### config.mk
export PLATFORM = sky130hd
export DESIGN_NAME = tt_um_perceptron_connorguzi_core
export DESIGN_NICKNAME = d
export VERILOG_FILES = /design/src/rtl/tt_um_perceptron_connorguzi_core.sv
export SDC_FILE = /design/constraint.sdc
export NUM_CORES = 1
export LEC_CHECK = 0
export CORE_ASPECT_RATIO = 1.75
export CORE_MARGIN = 2
export CORE_UTILIZATION = 40
export CTS_BUF_LIST = sky130_fd_sc_hd__clkbuf_8
export DETAILED_ROUTE_END_ITERATION = 16
export PLACE_DENSITY = 0.59
export SLEW_MARGIN = 5
export SYNTH_ARGS = -nofsm -noshare
export SYNTH_HDL_FRONTEND = slang
export SYNTH_SLANG_ARGS = --single-unit
### constraint.sdc
create_clock -name clk -period 8.3 [get_ports clk]
set_clock_uncertainty 0.2 [all_clocks]
set_input_delay 1.66 -clock clk [delete_from_list [all_inputs] [get_ports clk]]
set_output_delay 1.66 -clock clk [all_outputs]
set_load 0.005 [all_outputs]
### src/rtl/tt_um_perceptron_connorguzi_core.sv
// Binary-input perceptron: eight signed 4-bit weights plus bias, registered prediction on a 7-seg digit.
// Define PERCEPTRON_TRAIN_EN to build the perceptron-rule training update; without it mode 01 infers only.
module tt_um_perceptron_connorguzi_core (
    input  logic       clk,
    input  logic       rst_n,
    input  logic       ena,
    input  logic [7:0] ui_in,
    input  logic [7:0] uio_in,
    output logic [7:0] uo_out,
    output logic [7:0] uio_out,
    output logic [7:0] uio_oe
);

    typedef enum logic [1:0] {
        MODE_INFER = 2'b00,
        MODE_TRAIN = 2'b01,
        MODE_LOAD  = 2'b10,
        MODE_CLEAR = 2'b11
    } mode_e;

    mode_e             mode;
    logic              t;
    logic              bias_sel;
    logic signed [3:0] load_data;
    logic        [2:0] load_addr;

    assign mode      = mode_e'(uio_in[1:0]);
    assign t         = uio_in[2];
    assign bias_sel  = uio_in[3];
    assign load_data = uio_in[7:4];
    assign load_addr = ui_in[2:0];

    logic signed [3:0] w_q [8];
    logic signed [3:0] w_d [8];
    logic signed [3:0] b_q, b_d;
    logic              y_q, y_d;

    // 8 bits hold the full range -72..+63, so the sign bit is the prediction.
    logic signed [7:0] sum;
    logic              p;

    always_comb begin
        sum = {{4{b_q[3]}}, b_q};
        for (int i = 0; i < 8; i++) begin
            if (ui_in[i]) sum = sum + {{4{w_q[i][3]}}, w_q[i]};
        end
    end

    assign p = ~sum[7];

`ifdef PERCEPTRON_TRAIN_EN
    function automatic logic signed [3:0] sat_step(input logic signed [3:0] v, input logic up);
        if (up) return (v == 4'sd7)  ? v : v + 4'sd1;
        else    return (v == -4'sd8) ? v : v - 4'sd1;
    endfunction
`else
    logic unused_target;
    assign unused_target = t;
`endif

    // NOTE: every next-state signal gets its hold value first, so no path leaves one unassigned and no latch is inferred.
    always_comb begin
        w_d = w_q;
        b_d = b_q;
        y_d = y_q;
        case (mode)
            MODE_INFER: y_d = p;
            MODE_TRAIN: begin
                y_d = p;
`ifdef PERCEPTRON_TRAIN_EN
                if (p != t) begin
                    for (int i = 0; i < 8; i++) begin
                        if (ui_in[i]) w_d[i] = sat_step(w_q[i], t);
                    end
                    b_d = sat_step(b_q, t);
                end
`endif
            end
            MODE_LOAD: begin
                if (bias_sel) b_d = load_data;
                else          w_d[load_addr] = load_data;
            end
            MODE_CLEAR: begin
                for (int i = 0; i < 8; i++) w_d[i] = '0;
                b_d = '0;
            end
        endcase
    end

    // NOTE: the weight array is reset like any other register; it is eight flops, not a RAM, and must read 0 out of reset.
    always_ff @(posedge clk or negedge rst_n) begin
        if (!rst_n) begin
            for (int i = 0; i < 8; i++) w_q[i] <= '0;
            b_q <= '0;
            y_q <= 1'b0;
        end else if (ena) begin
            // NOTE: non-blocking assignments so every register samples pre-edge values.
            w_q <= w_d;
            b_q <= b_d;
            y_q <= y_d;
        end
    end

    assign uo_out  = {y_q, (y_q ? 7'h06 : 7'h3F)};
    assign uio_out = 8'h00;
    assign uio_oe  = 8'h00;

endmodule

==> summary.txt <==
Crit path max-delay family - compound AO/OA/AOI/OAI gates
Synth Cell Area - 4164 µm²
DRC - 0
initial drt markers - 65
cts hold-fix bufs - 0
initial antenna violation count - 0
Yosys cell types - 57
CP arrival - 9180 ps
status - finished, violations left
Tmin final - 9185 ps
Synth Flop Type - dfrtp_1
CP bufs+invs - 5
Critical Path Sink Type - flip-flop
Initial Util - 0.4067
critical path's slowest cell - or3_4
core region area - 10,240 µm²
max_cap viols - 0
Critical Path Most Common Cell - ha_4
FF-to-FF Start - w_q[28]$_DFFE_PN0P_
cell count after synthesis - 478
YS warnings - 0
setup TNS - -885.2 ps
non-filler instance count after layout - 709
CTS HTree Levels - 2
syn avg cell area - 8.711 µm²
power per cell area - 158.8 nW/µm²
Final Cell Area - 5517 µm²
DP Cell Count - 696
Slew @ Worst Pin - 854.6 ps
RSZ-0062 raised after global routing - yes
layout cells sized above 1 - 0.2887
post-route antenna net violation count - 0
port bufs - 22
Final Max Slew Viols - 0
DRT Pass-1 Iters - 4
Area contributors post-synth - dfrtp_1 22%, ha_1 15%, a22o_1 5.9%
largest net degree at the start of global routing - 38
register area share after synthesis - 0.2224
CTS tree - yes
post-DP HPWL - 9406 µm
CP Max Fanout - 6
async set-reset flop share out of synthesis - 1.000
global-route wire length before repair - 18,860 µm
die width - 81.13 µm
die area - 11,270 µm²
I/O pin count - 43
Hold Fails Final Rpt - 0
Setup crit start - ui_in[0]
Power Total - 0.8763 mW
CTS sink cnt - 37
clock transition at the registers of the reported paths - 80 ps
Worst R2R End - y_q$_DFFE_PN0P_
failing checks - setup timing
Post-synth EDFFs - 0
vias in the first global route - 4,026
final hold slack - 321.4 ps
Yosys reg bits - 37
Post-Route Utilization - 0.5388
Critical Path End - y_q$_DFFE_PN0P_
Final Worst Setup Slack - -885.2 ps
clock latency on the worst-skew pair - 310 ps
total track usage - 0.2157
Placed Area - 5172 µm²
Synth area leader - dfrtp_1
Req. time, crit path - 8300 ps
Post-Route WL - 11,530 µm
worst hold path class - flip-flop to flip-flop
Leak - 2.626 nW
Num CTS Buffers - 5
nets - 658
CP Depth - 41
Reg2Reg Setup Slack - -440 ps
worst slack at placement - -2076 ps
Vias - 3,829
vias per inst - 5.401
Slew HR - 0.4303
total congestion overflow - 0
critical path type - primary input to flip-flop
maximum buffer depth of the clock tree - 2
CP startpoint kind - primary input
GPL Wtd Cong - 0.8590
crit share post-route - 1.107
R2R depth - 40
final setup fails - 1
WL per Instance - 16.26 µm
worst vdd ir - 112.5 µV
share of the synthesized area in the top cell type - 0.2224
area grow syn2layout - 32.48%
ant diodes - 0
fmax - 108.9 MHz
die height - 139.0 µm
Clock Tree Root - clkbuf_8
delay of the slowest cell on the worst path - 370 ps
FP Rows - 49
synthesized netlist by cell type, types with 2 or more instances:
cell type and n:
nor2_1 27, inv_1 34, a2111oi_0 2, o21ai_0 20, a211oi_1 5, nor2b_1 9, clkbuf_1 9, xnor3_1 2
mux2i_1 7, buf_4 23, nand3_1 15, o31ai_1 4, o21ai_1 11, xnor2_1 18, o41ai_1 5, nor3_1 8
a211o_1 2, o22ai_1 2, and4_1 2, mux2_1 2, fa_1 7, a21o_1 7, xor2_1 5, or4_1 2
ha_1 51, and3_1 3, or3_1 6, o211ai_1 6, a21oi_1 28, dfrtp_1 37, mux2_2 15, a21boi_1 3
nand2_1 33, a22o_1 28, nand2b_1 11, o21bai_1 3, o21a_1 5, conb_1 2
where the power goes:
| part | internal, mW | switching, mW |
|---|---|---|
| registers | 0.193 | 0.0163 |
| clock network | 0.0899 | 0.0741 |
| logic | 0.272 | 0.230 |
| total | 0.555 | 0.321 |
what timing repair did:
action | in CTS | in global routing
gates resized for setup | 40 | 3
buffers inserted | 5 | 0
pin swaps | 14 | 1
endpoints found under the setup margin | 1 | 1
metal layers:
layer  track usage  share of wire  up-vias
met5             0              0        -
li1              -              -     1909
met1        0.2118           0.36     1826
met4       0.08385          0.034        0
met3       0.02214          0.024       23
met2        0.4332           0.58       71
worst register-to-register path: cells and delay by family (launching register included):
family                     cells  cell delay, ps
xor gates and xnor gates       4             720
muxes                          4            1090
buffers and inverters          1             160
AOI/OAI and AO/OA             13            1980
DFF                            1             390
and+or+nand+nor                9            1600
adders and majority gates      9            2490
worst min path at each step:
stage,start,end,slack (ps),cells past startpoint
detailed placement,w_q[31]$_DFFE_PN0P_,w_q[31]$_DFFE_PN0P_,300,2
finish,w_q[6]$_DFFE_PN0P_,w_q[6]$_DFFE_PN0P_,320,1
global route,w_q[12]$_DFFE_PN0P_,w_q[12]$_DFFE_PN0P_,340,1
floorplan,w_q[0]$_DFFE_PN0P_,w_q[0]$_DFFE_PN0P_,270,1
global placement,w_q[31]$_DFFE_PN0P_,w_q[31]$_DFFE_PN0P_,300,2
CTS,w_q[31]$_DFFE_PN0P_,w_q[31]$_DFFE_PN0P_,320,2
cells by family (layout without fill, tap and decap cells):
group                    count (synthesis)  count (layout)  synth area share
multiplexers                            25              25           0.06641
buffers and inverters                   69             156           0.08323
XOR/XNOR                                25              25           0.05919
adder cells (fa/ha/maj)                 58              58            0.1869
AND/OR/NAND/NOR                        120             120            0.1409
flip-flops                              37              37            0.2224
AO/OA/AOI/OAI                          142             142            0.2392
other                                    2              19          0.001804
sequential cells by signal, summed over array words and instances (netlist names):
register,count
y_q,1
w_q,32
b_q,4
area by class of cell:
cell class              instances  area (µm²)
clock buffers                   5       68.82
multi-input cells             389        3283
repair buffers                113       899.6
flip-flops and latches         37       925.9
well taps                     127       158.9
fillers                       942        4722
clock inverters                 3       46.29
inverters                      35       133.9
cell usage in the layout, fill, tap and decap left out, types with 5 or more instances in the layout:
| cell | instances |
|---|---|
| or3_1 | 5 |
| nand2b_1 | 11 |
| o41ai_1 | 5 |
| fa_2 | 5 |
| o21ai_0 | 17 |
| a21oi_1 | 19 |
| nor2_1 | 26 |
| a21oi_2 | 9 |
| nor3_1 | 8 |
| mux2i_1 | 7 |
| inv_1 | 31 |
| mux2_2 | 12 |
| a21o_1 | 7 |
| a22o_1 | 28 |
| buf_4 | 91 |
| conb_1 | 19 |
| o211ai_1 | 6 |
| a211oi_1 | 5 |
| nand3_1 | 14 |
| xnor2_1 | 18 |
| ha_4 | 13 |
| xor2_1 | 5 |
| o21a_1 | 5 |
| nand2_1 | 33 |
| ha_1 | 38 |
| mux2_4 | 5 |
| o21ai_2 | 5 |
| clkbuf_8 | 5 |
| clkdlybuf4s50_1 | 20 |
| dfrtp_1 | 37 |
| nor2b_1 | 9 |
| o21ai_1 | 8 |
Note: power is estimated with default switching activity, not from simulation.
